[src/rtl/detector_jogada.sv]
// Button input stage: 2-flop sync, debounce, one-hot acceptance, release wait.
// Optional DETECTOR_CONTAGEM_EN adds the db_num_jogadas accepted-play counter.
module detector_jogada #(
  parameter int N_BOTOES = 4,
  parameter int DEBOUNCE = 50000,
  parameter int CW       = 16
) (
  input  logic                clock,
  input  logic                reset,
  input  logic                habilita,
  input  logic [N_BOTOES-1:0] botoes,
  output logic                tem_jogada,
  output logic [N_BOTOES-1:0] jogada,
  output logic                multipla,
  output logic                ocupado,
  output logic [2:0]          db_estado
`ifdef DETECTOR_CONTAGEM_EN
  ,
  output logic [7:0]          db_num_jogadas
`endif
);

  // Handshake: tem_jogada is a one-cycle valid with no ready; the consumer
  // must sample jogada in that cycle (jogada stays stable afterwards anyway).
  typedef enum logic [2:0] {
    OCIOSO     = 3'd0,
    ESTABILIZA = 3'd1,
    PULSO      = 3'd2,
    REJEITA    = 3'd3,
    SOLTURA    = 3'd4
  } estado_t;

  localparam logic [CW-1:0] ULTIMO = CW'(DEBOUNCE - 1);

  estado_t             estado, proxEstado;
  logic [N_BOTOES-1:0] sinc1, sinc;
  logic [N_BOTOES-1:0] candidato, proxCandidato;
  logic [N_BOTOES-1:0] proxJogada;
  logic [CW-1:0]       contador, proxContador;
  logic                candidatoUnico;

  always_ff @(posedge clock or negedge reset) begin
    if (!reset) begin
      sinc1 <= '0;
      sinc  <= '0;
    end else begin
      sinc1 <= botoes;
      sinc  <= sinc1;
    end
  end

  always_ff @(posedge clock or negedge reset) begin
    if (!reset) begin
      estado    <= OCIOSO;
      candidato <= '0;
      contador  <= '0;
      jogada    <= '0;
    end else begin
      estado    <= proxEstado;
      candidato <= proxCandidato;
      contador  <= proxContador;
      jogada    <= proxJogada;
    end
  end

  assign candidatoUnico = (candidato != '0) &&
                          ((candidato & (candidato - 1'b1)) == '0);

  always_comb begin
    proxEstado    = estado;
    proxCandidato = candidato;
    proxContador  = contador;
    proxJogada    = jogada;
    case (estado)
      OCIOSO: begin
        if (habilita && sinc != '0) begin
          proxCandidato = sinc;
          proxContador  = '0;
          proxEstado    = ESTABILIZA;
        end
      end
      ESTABILIZA: begin
        if (!habilita || sinc == '0) begin
          proxEstado = OCIOSO;
        end else if (sinc != candidato) begin
          // Bounce or an added button: restart the count on the new pattern.
          proxCandidato = sinc;
          proxContador  = '0;
        end else if (contador == ULTIMO) begin
          if (candidatoUnico) begin
            proxJogada = candidato;
            proxEstado = PULSO;
          end else begin
            proxEstado = REJEITA;
          end
        end else begin
          proxContador = contador + 1'b1;
        end
      end
      PULSO, REJEITA: begin
        proxContador = '0;
        proxEstado   = SOLTURA;
      end
      SOLTURA: begin
        if (sinc != '0) begin
          proxContador = '0;
        end else if (contador == ULTIMO) begin
          proxEstado = OCIOSO;
        end else begin
          proxContador = contador + 1'b1;
        end
      end
      default: proxEstado = OCIOSO;
    endcase
  end

  assign tem_jogada = (estado == PULSO);
  assign multipla   = (estado == REJEITA);
  assign ocupado    = (estado != OCIOSO);
  assign db_estado  = estado;

`ifdef DETECTOR_CONTAGEM_EN
  always_ff @(posedge clock or negedge reset) begin
    if (!reset) begin
      db_num_jogadas <= '0;
    end else if (estado == PULSO) begin
      db_num_jogadas <= db_num_jogadas + 8'd1;
    end
  end
`endif

endmodule

[config.mk]
export PLATFORM = sky130hd
export DESIGN_NAME = detector_jogada
export DESIGN_NICKNAME = d
export VERILOG_FILES = /design/src/rtl/detector_jogada.sv
export SDC_FILE = /design/constraint.sdc
export NUM_CORES = 1
export LEC_CHECK = 0
export CAP_MARGIN = 20
export CORE_MARGIN = 2
export CORE_UTILIZATION = 60
export DETAILED_ROUTE_END_ITERATION = 6
export DONT_BUFFER_PORTS = 1
export PLACE_DENSITY = 0.8
export SYNTH_ARGS = -nofsm -noshare
export SYNTH_HDL_FRONTEND = slang
export SYNTH_SLANG_ARGS = --single-unit
[constraint.sdc]
create_clock -name clock -period 7.2 [get_ports clock]
set_clock_uncertainty 0.2 [all_clocks]
set_input_delay 0.36 -clock clock [delete_from_list [all_inputs] [get_ports clock]]
set_output_delay 0.36 -clock clock [all_outputs]
set_load 0.05 [all_outputs]
Word level (Yosys, flattened, before mapping)
Index checks and enable logic that the tools add are counted.
{"block": "totals", "elab_cells": 59, "regBits": 35}
{"block": "op_classes", "n_addsub": 2, "n_mux": 18, "bitwise_logic": 3, "n_reduce_logical": 17, "eq_ne": 13}
{"cell": "2-to-1 mux 16 bit", "count": 5}
{"cell": "case mux 16 bit (4 select lines)", "count": 1}
{"cell": "2-to-1 mux 3 bit", "count": 6}
{"cell": "adder 16 x 1 -> 16 bit, second input constant", "count": 1}
{"cell": "== test 16 bit, second input constant", "count": 1}
{"cell": "2-to-1 mux 4 bit", "count": 3}
{"cell": "case mux 3 bit (4 select lines)", "count": 1}
{"cell": "nonzero test 4 bit", "count": 3}
{"cell": "!= test 2 bit, second input constant", "count": 5}
{"cell": "AND reduction 5 bit", "count": 2}
{"cell": "zero test 4 bit", "count": 2}
{"cell": "case mux 4 bit (2 select lines)", "count": 1}
{"cell": "== test 3 x 2 -> 1 bit, second input constant", "count": 2}
{"cell": "!= test 3 bit, second input constant", "count": 2}
{"cell": "AND 4 bit", "count": 1}
{"cell": "!= test 4 bit", "count": 1}
{"cell": "AND reduction 4 bit", "count": 1}
{"cell": "subtractor 4 x 1 -> 4 bit, second input constant", "count": 1}
{"cell": "== test 3 x 1 -> 1 bit, second input constant", "count": 1}
{"cell": "== test 3 bit, second input constant", "count": 1}
{"cell": "zero test 3 bit", "count": 1}
{"cell": "AND reduction 3 bit", "count": 1}
{"cell": "nonzero test 3 bit", "count": 1}
{"cell": "logical AND 1 bit", "count": 2}
{"cell": "6 further kinds", "count": 7}

Logic depth before layout (Yosys ltp)
Gate-level depths: netlist of run 1.
{"block": "depth", "word_depth": 9, "mapped_depth": 7}

Least setup slack after synthesis of run 1
Ideal clock, no wire load.
{"block": "synth_path", "path_type": "reg2reg", "from": "register contador[4]", "to": "register jogada[2]", "arrival_time_ns": 2.091, "required_time_ns": 6.872, "setup_slack_ns": 4.781, "stages_incl_launch_ff": 5, "path_cell_list": "dfrtp_1 -> or4_4 -> or4_4 -> nor4_4 -> mux2_1"}
{"block": "synth_between", "elab_chain_len": 2}
{"element": "start, declared", "line": "39", "source": "logic [CW-1:0] contador, proxContador;"}
{"element": "start signal, assigned", "line": "61", "source": "contador <= proxContador;"}
{"element": "== test 16 bit", "line": "89", "source": "end else if (contador == ULTIMO) begin"}
{"element": "AND reduction 5 bit (no source line)"}
{"element": "end signal, assigned", "line": "62", "source": "jogada <= proxJogada;"}
{"element": "end, declared", "line": "13", "source": "output logic [N_BOTOES-1:0] jogada,"}
No other way between the ends.
A chain may end at the register's enable or synchronous reset.

Worst setup path in the final report of run 1
{"block": "layout_path", "from": "register sinc[1]", "to": "register contador[1]"}
{"block": "layout_between", "elab_chain_len": 4}
{"element": "start, declared", "line": "36", "source": "logic [N_BOTOES-1:0] sinc1, sinc;"}
{"element": "start signal, assigned", "line": "48", "source": "sinc <= sinc1;"}
{"element": "!= test 4 bit (tied with other cells)", "line": "85", "source": "end else if (sinc != candidato) begin"}
{"element": "2-to-1 mux 16 bit (tied with other cells)", "line": "85"}
{"element": "2-to-1 mux 16 bit or != test 2 bit (tied branches)"}
{"element": "case mux 16 bit (4 select lines) or AND reduction 3 bit (tied branches)"}
Several ways; a longest one is shown, not always the timed one. The select of a mux whose other input is x is not followed.

==> results by group, run 1 <==
Status
  – Run status: finished clean

Min path
  – Hold Crit Class: reg2reg
  – Hold path startpoint: sinc1[3]$_DFF_PN0_

Layout
  – Footprint of the multi-input gates: 776 sq um
  – Sequential cell area: 876 sq um
  – Area Growth Syn to Fin: 9.36%
  – Antenna diode instance count: 0
  – Layout Utilization: 0.675
  – Ratio of cells with drive above 1 in the final layout: 0.123
  – Leading cell type in the layout, fill and taps excluded: dfrtp_1
  – Number of filler instances in the final layout: 218
  – Most frequent cells in the layout: dfrtp_1 (35), nor2_1 (17), xnor2_1 (13)
  – Layout Nets: 170

Setup path
  – Setup CP Type: reg2reg
  – Endpoint class of the critical path: flop
  – Destination of the worst register-to-register timing path: contador[1]$_DFFE_PN0P_
  – CP Launch Type: flop
  – Largest stage delay, worst path: 850 ps
  – Critical path cell sequence: or4_1 > a311oi_2 > or2b_1 > mux2i_1 > nor2_1
  – CP max-delay cell: a311oi_2
  – Flop2flop setup slack: 4490 ps
  – Reg2Reg Launch Point: sinc[1]$_DFF_PN0_
  – R2R cell count: 5
  – Arrival time of data at the critical path endpoint: 2760 ps
  – Source of the critical timing path: sinc[1]$_DFF_PN0_
  – Crit path capture: contador[1]$_DFFE_PN0P_
  – CP Max Fanout: 15
  – Data required time at the worst endpoint: 7250 ps

Drt
  – Antenna violation net count after detailed routing: 0
  – Total number of vias: 1156
  – Number of remaining DRC errors: 0
  – Post-DR vias/cell: 5.96
  – Wire length after detailed routing: 2970 um
  – Detailed Routing Iterations Pass 1: 4
  – Detail-routed net length per standard cell: 15.3 um
  – Initial DRC count: 58

Synthesis
  – Sequential element share of the synthesized area: 0.524
  – Avg Inst Size Synth: 11.1 sq um
  – Nets in the synthesized netlist: 159
  – FF+latch count, synth: 35
  – Netlist cell types: 39
  – Post-Syn Area: 1670 sq um
  – Yosys warning count: 0
  – Fraction of synthesis flops using an asynchronous set or reset pin: 1.00
  – EDFF count, synth: 0
  – Leading register cell type out of synthesis: dfrtp_1
  – Mapped Cells: 151

GRT
  – GRT overflow: 0
  – Number of antenna violations at the first check in global routing: 0
  – Tot GR Track Use: 0.222
  – First-pass GRT wire length: 5400 um
  – Pin count of the biggest net entering global routing: 36
  – Vias in the first global route: 1238

Clocking
  – Root buffer cell: clkbuf_4
  – Max clock buf depth: 2
  – Clock tree from TritonCTS: built
  – Maximum level of the CTS H-tree: 2
  – # Post-CTS Setup Buffers: 0
  – CTS sink count: 35
  – Number of buffers added by the clock tree synthesis step: 5
  – Clock-pin slew of the registers on the worst-case setup and hold paths: 110 ps
  – Worst-Skew Late Latency: 350 ps

STA
  – Hold Vio Cnt, Final: 0
  – Post-route clock period utilization: 0.376
  – Worst Tran Pin Value: 907 ps
  – # setup viols final: 0
  – Clock period minus final worst setup slack: 2710 ps
  – Fmax achieved: 369 MHz
  – Worst path setup slack after routing: 4490 ps
  – RSZ-0062 raised after global routing: false
  – Total Neg Setup Slack: 0 ps
  – Tightest slew margin relative to the limit: 0.395
  – Slew Limit Fails: 0

Pwr
  – Power per cell area: 188 nW/um^2
  – Leakage dissipation: 0.744 nW
  – IR Drop Worst-Case VDD: 0.149 mV
  – Final Total Pwr: 0.343 mW

Placed design
  – Placement-stage worst setup slack: 4450 ps
  – Final RePlAce weighted congestion: 0.832
  – Port bufs: 0
  – Hpwl dp: 2060 um

Floorplanning
  – Number of ports placed on the die boundary: 17
  – Starting density of the core: 0.617
  – Site Rows: 19
  – Placeable core region: 2710 sq um
  – Die outline area: 3220 sq um
  – Die width: 56.8 um
  – Die span in y: 56.8 um

Job
  – Number of violations of the max-capacitance limit: 0
## layer usage
metal	share of wire	track usage	vias to the layer above
li1	-	-	567
met4	0.019	0.110	0
met5	0	0	-
met3	0.051	0.0922	6
met1	0.46	0.279	558
met2	0.47	0.331	25
## through the flow
stage	instance area [sq um]	hold slack [ps]	instances
finish	1830	156	194
global route	1830	172	194
CTS	1820	159	193
detailed placement	1700	-135	179
global placement	1700	-135	179
floorplan	1670	-136	151
## power by group
| part | internal (mW) | switching [mW] | total, mW | leakage, nW |
|---|---|---|---|---|
| registers | 0.203 | 0.00951 | 0.212 | 0.458 |
| clock network | 0.0363 | 0.0656 | 0.102 | 0.0347 |
| logic | 0.0130 | 0.0162 | 0.0291 | 0.251 |
| total | 0.252 | 0.0913 | 0.343 | 0.744 |
## kinds of logic after synthesis
| family | synth area share |
|---|---|
| xor+xnor | 0.0996 |
| buf+inv | 0.0120 |
| simple gates | 0.252 |
| fa+ha+maj | 0.00748 |
| compound gates | 0.0457 |
| mux | 0.0599 |
| flops | 0.524 |
## what timing repair did
| item | 4_1_cts | 5_1_grt |
|---|---|---|
| hold endpoints to repair | 39 | 0 |
| hold buffers | 6 | 0 |
| resized for setup | 0 | 0 |
## critical path: cells and delay by family (launching register included)
family / cells / cell delay, ps
flip-flops: 1 / 410
multiplexers: 1 / 210
AO/OA/AOI/OAI: 1 / 850
AND/OR/NAND/NOR: 3 / 950
## worst min path at each step
stage,end,slack (ps),depth (start not counted)
after global routing,sinc[3]$_DFF_PN0_,170,0
after CTS,sinc[3]$_DFF_PN0_,160,0
after detailed placement,jogada[0]$_DFFE_PN0P_,-130,0
final,sinc[3]$_DFF_PN0_,160,0
after floorplan,candidato[0]$_DFFE_PN0P_,-140,0
after global placement,db_estado[0]$_DFFE_PN0P_,-130,0
## registers in the layout, indices dropped and copies added, names as in the netlist
register / count
candidato: 4
db_estado: 3
sinc1: 4
contador: 16
jogada: 4
sinc: 4
## area by class of cell
type	count	share of cell area
Sequential cell	35	0.479
Multi-Input combinational cell	111	0.424
Timing Repair Buffer	7	0.0424
Tap cell	31	0.0212
Clock buffer	5	0.0205
Clock inverter	3	0.00821
Inverter	2	0.00411
## cell usage after synthesis, types with 3 or more instances
master    n  share of area
mux2_2    4          0.027
and4_1    3          0.016
xor2_1    6          0.031
nor2_1   17          0.038
nand3_1   9          0.027
mux2_1    4          0.027
dfrtp_1  35           0.52
nor3_1    9          0.027
nand2_1   7          0.016
nor4b_1   3          0.016
nor4_1    7          0.026
xnor2_1  13          0.068
Note: power is estimated with default switching activity, not from simulation.
==> run 2, diff against run 1 <==
- ABC_AREA: default -> 1
- clock period: 7.2 -> 2.62 ns (I/O delays scaled with it)
==> run 2 against run 1 <==
  * Critical endpoint is now ocupado
  * Largest cell class is now multi-input gates
  * First-iteration DRC count rose by 48%
  * Final cell count is 77% higher
  * Synthesized area increased by 16%
==> results by group, run 2 <==
Status
  – Run status: finished clean (unchanged)

Min path
  – Hold Crit Class: in2reg (was reg2reg)
  – Worst Hold Depth: 1 (was 0)

Drt
  – Wire length after detailed routing: 3800 um (was 2970 um)
  – Number of remaining DRC errors: 0 (unchanged)
  – Post-DR vias/cell: 4.92 (was 5.96)
  – Initial DRC count: 86 (was 58)
  – Detail-routed net length per standard cell: 11.1 um (was 15.3 um)
  – Detailed Routing Iterations Pass 1: 4 (unchanged)
  – Total number of vias: 1689 (was 1156)
  – Antenna violation net count after detailed routing: 0 (unchanged)

Synthesis
  – Netlist cell types: 24 (was 39)
  – Avg Inst Size Synth: 6.93 sq um (was 11.1 sq um)
  – Leading register cell type out of synthesis: dfrtp_1 (unchanged)
  – Most numerous cell in the Yosys netlist: nand2_1 (was dfrtp_1)
  – FF+latch count, synth: 35 (unchanged)
  – Sequential element share of the synthesized area: 0.450 (was 0.524)
  – Post-Syn Area: 1950 sq um (was 1670 sq um)
  – Synth top area cells: dfrtp_1 (45%), nand2_1 (19%), inv_1 (8.7%), nor2_1 (7.9%), nand3_1 (4.4%) (was dfrtp_1 (52%), xnor2_1 (6.8%), nor2_1 (3.8%), xor2_1 (3.1%), nand3_1 (2.7%))
  – Mapped Cells: 281 (was 151)
  – EDFF count, synth: 0 (unchanged)
  – Share of the synthesized area in the top cell type: 0.450 (was 0.524)
  – Leading cell types by count after synthesis: nand2_1 (101), inv_1 (45), nor2_1 (41), dfrtp_1 (35), nand3_1 (17) (was dfrtp_1 (35), nor2_1 (17), xnor2_1 (13), nand3_1 (9), nor3_1 (9))
  – Biggest area consumer among synthesized cells: dfrtp_1 (unchanged)
  – Nets in the synthesized netlist: 289 (was 159)
  – Yosys warning count: 0 (unchanged)
  – Fraction of synthesis flops using an asynchronous set or reset pin: 1.00 (unchanged)

GRT
  – Tot GR Track Use: 0.229 (was 0.222)
  – First-pass GRT wire length: 6250 um (was 5400 um)
  – Pin count of the biggest net entering global routing: 36 (unchanged)
  – Number of antenna violations at the first check in global routing: 0 (unchanged)
  – GRT overflow: 0 (unchanged)
  – Vias in the first global route: 1486 (was 1238)

Setup path
  – Critical path cell sequence: inv_1 > nand2_1 > nor2_1 > inv_1 > buf_4 (was or4_1 > a311oi_2 > or2b_1 > mux2i_1 > nor2_1)
  – Arrival time of data at the critical path endpoint: 1860 ps (was 2760 ps)
  – CP max-delay cell: dfrtp_1 (was a311oi_2)
  – Setup CP Type: reg2out (was reg2reg)
  – Endpoint class of the critical path: primary output (was flop)
  – Dominant cell type by count on the critical path: inv_1
  – CP Max Fanout: 4 (was 15)
  – CP Launch Type: flop (unchanged)
  – Data required time at the worst endpoint: 2290 ps (was 7250 ps)
  – R2R cell count: 8 (was 5)
  – Largest stage delay, worst path: 680 ps (was 850 ps)

Placed design
  – Hpwl dp: 2810 um (was 2060 um)
  – Final RePlAce weighted congestion: 0.868 (was 0.832)
  – Placement-stage worst setup slack: 484 ps (was 4450 ps)
  – Cell count after placement: 326 (was 179)
  – Port bufs: 0 (unchanged)

Floorplanning
  – Placeable core region: 3080 sq um (was 2710 sq um)
  – Starting density of the core: 0.633 (was 0.617)
  – Die span in y: 61.0 um (was 56.8 um)
  – Die width: 61.0 um (was 56.8 um)
  – Die outline area: 3720 sq um (was 3220 sq um)
  – Site Rows: 20 (was 19)
  – Number of ports placed on the die boundary: 17 (unchanged)

Clocking
  – Clock-pin slew of the registers on the worst-case setup and hold paths: 120 ps (was 110 ps)
  – CTS sink count: 35 (unchanged)
  – Number of buffers added by the clock tree synthesis step: 5 (unchanged)
  – # Post-CTS Setup Buffers: 0 (unchanged)
  – Clock tree from TritonCTS: built (unchanged)
  – Max clock buf depth: 2 (unchanged)
  – Root buffer cell: clkbuf_4 (unchanged)
  – Number of cells upsized or downsized after cts: 0 (unchanged)
  – Worst-Skew Late Latency: 350 ps (about the same)
  – Maximum level of the CTS H-tree: 2 (unchanged)

STA
  – Tightest slew margin relative to the limit: 0.545 (was 0.395)
  – # setup viols final: 0 (unchanged)
  – Hold Vio Cnt, Final: 0 (unchanged)
  – Total Neg Setup Slack: 0 ps (unchanged)
  – Post-route clock period utilization: 0.836
  – RSZ-0062 raised after global routing: false (unchanged)
  – Fmax achieved: 456 MHz
  – Clock period minus final worst setup slack: 2190 ps
  – Worst Tran Pin Value: 682 ps (was 907 ps)
  – Slew Limit Fails: 0 (unchanged)
  – Worst path setup slack after routing: 428 ps (was 4490 ps)

Layout
  – Max FFs per register: 16 (unchanged)
  – Leading cell type in the layout, fill and taps excluded: nand2_1 (was dfrtp_1)
  – Post-route non-filler standard cell count: 343 (was 194)
  – Area Growth Syn to Fin: 11.3% (was 9.36%)
  – Antenna diode instance count: 0 (unchanged)
  – Ratio of cells with drive above 1 in the final layout: 0.0736 (was 0.123)
  – Top register by number of flip-flops: contador (unchanged)
  – Layout Nets: 306 (was 170)
  – Most frequent cells in the layout: nand2_1 (101), inv_1 (45), nor2_1 (41) (was dfrtp_1 (35), nor2_1 (17), xnor2_1 (13))
  – Number of filler instances in the final layout: 269 (was 218)

Pwr
  – Leakage dissipation: 1.10 nW (was 0.744 nW)
  – IR Drop Worst-Case VDD: 0.583 mV (was 0.149 mV)
  – Power per cell area: 822 nW/um^2 (was 188 nW/um^2)

Job
  – Number of violations of the max-capacitance limit: 0 (unchanged)
## run 2: changes by cell type after synthesis, sizes merged, moves of 9 or more
| cell | previous run | this run |
|---|---|---|
| inv | 2 | 46 |
| nand2 | 7 | 103 |
| nand3 | 9 | 18 |
| nor2 | 17 | 44 |
| o21ai | 2 | 13 |
| xnor2 | 13 | 0 |
## run 2: final timing paths
kind / start / endpoint / slack [ps]
setup reg to reg: db_estado[0]$_DFFE_PN0P_ / contador[1]$_DFFE_PN0P_ / 460
hold / removal: botoes[2] / sinc1[2]$_DFF_PN0_ / 130
hold reg to reg: sinc1[1]$_DFF_PN0_ / sinc[1]$_DFF_PN0_ / 160
max in group asynchronous: reset / jogada[0]$_DFFE_PN0P_ / 940
min in group asynchronous: reset / jogada[2]$_DFFE_PN0P_ / 550
setup / recovery: db_estado[0]$_DFFE_PN0P_ / ocupado / 430
## run 2: cell type report
type | count | area, sq um | area share
inverters | 46 | 173 | 0.0797
multi-input cells | 198 | 880 | 0.406
flip-flops and latches | 35 | 876 | 0.404
well taps | 44 | 55.1 | 0.0254
repair buffers | 12 | 123 | 0.0566
clock inverters | 3 | 23.8 | 0.0110
clock buffers | 5 | 37.5 | 0.0173
## run 2: kinds of logic after synthesis
family,count (synthesis),synth area share
compound gates,19,0.0527
flops,35,0.450
simple gates,178,0.393
buf+inv,48,0.0983
fa+ha+maj,1,0.00643
## run 2: critical path, delay by kind of cell (launching register included)
family / cells / cell delay [ps]
buffers and inverters: 3 / 590
AND/OR/NAND/NOR: 2 / 240
flip-flops: 1 / 680
## run 2: stage by stage
stage	instance area [sq um]	utilization	power (mW)	hold slack [ps]
floorplan	1950	-	1.33	-365
global placement	2010	0.652	1.43	-364
detailed placement	2010	0.652	1.46	-364
CTS	2170	0.704	1.79	112
global route	2170	0.704	1.94	106
finish	2170	0.704	1.78	133
## run 2: routing by layer
| layer | routed length, um | global-route usage | vias to the layer above |
|---|---|---|---|
| li1 | - | - | 900 |
| met1 | 1960 | 0.313 | 751 |
| met2 | 1650 | 0.353 | 30 |
| met3 | 113 | 0.0576 | 8 |
| met4 | 75 | 0.0870 | 0 |
| met5 | 0 | 0 | - |
## run 2: what timing repair did
item | in CTS | in global routing
hold endpoints to repair | 45 | 0
endpoints found under the setup margin | 0 | 0
hold buffers | 9 | 0
## run 2: power breakdown
part | switching [mW] | leakage [nW] | internal (mW) | total, mW
logic | 0.513 | 0.610 | 0.214 | 0.727
clock network | 0.197 | 0.0278 | 0.107 | 0.304
registers | 0.141 | 0.459 | 0.611 | 0.751
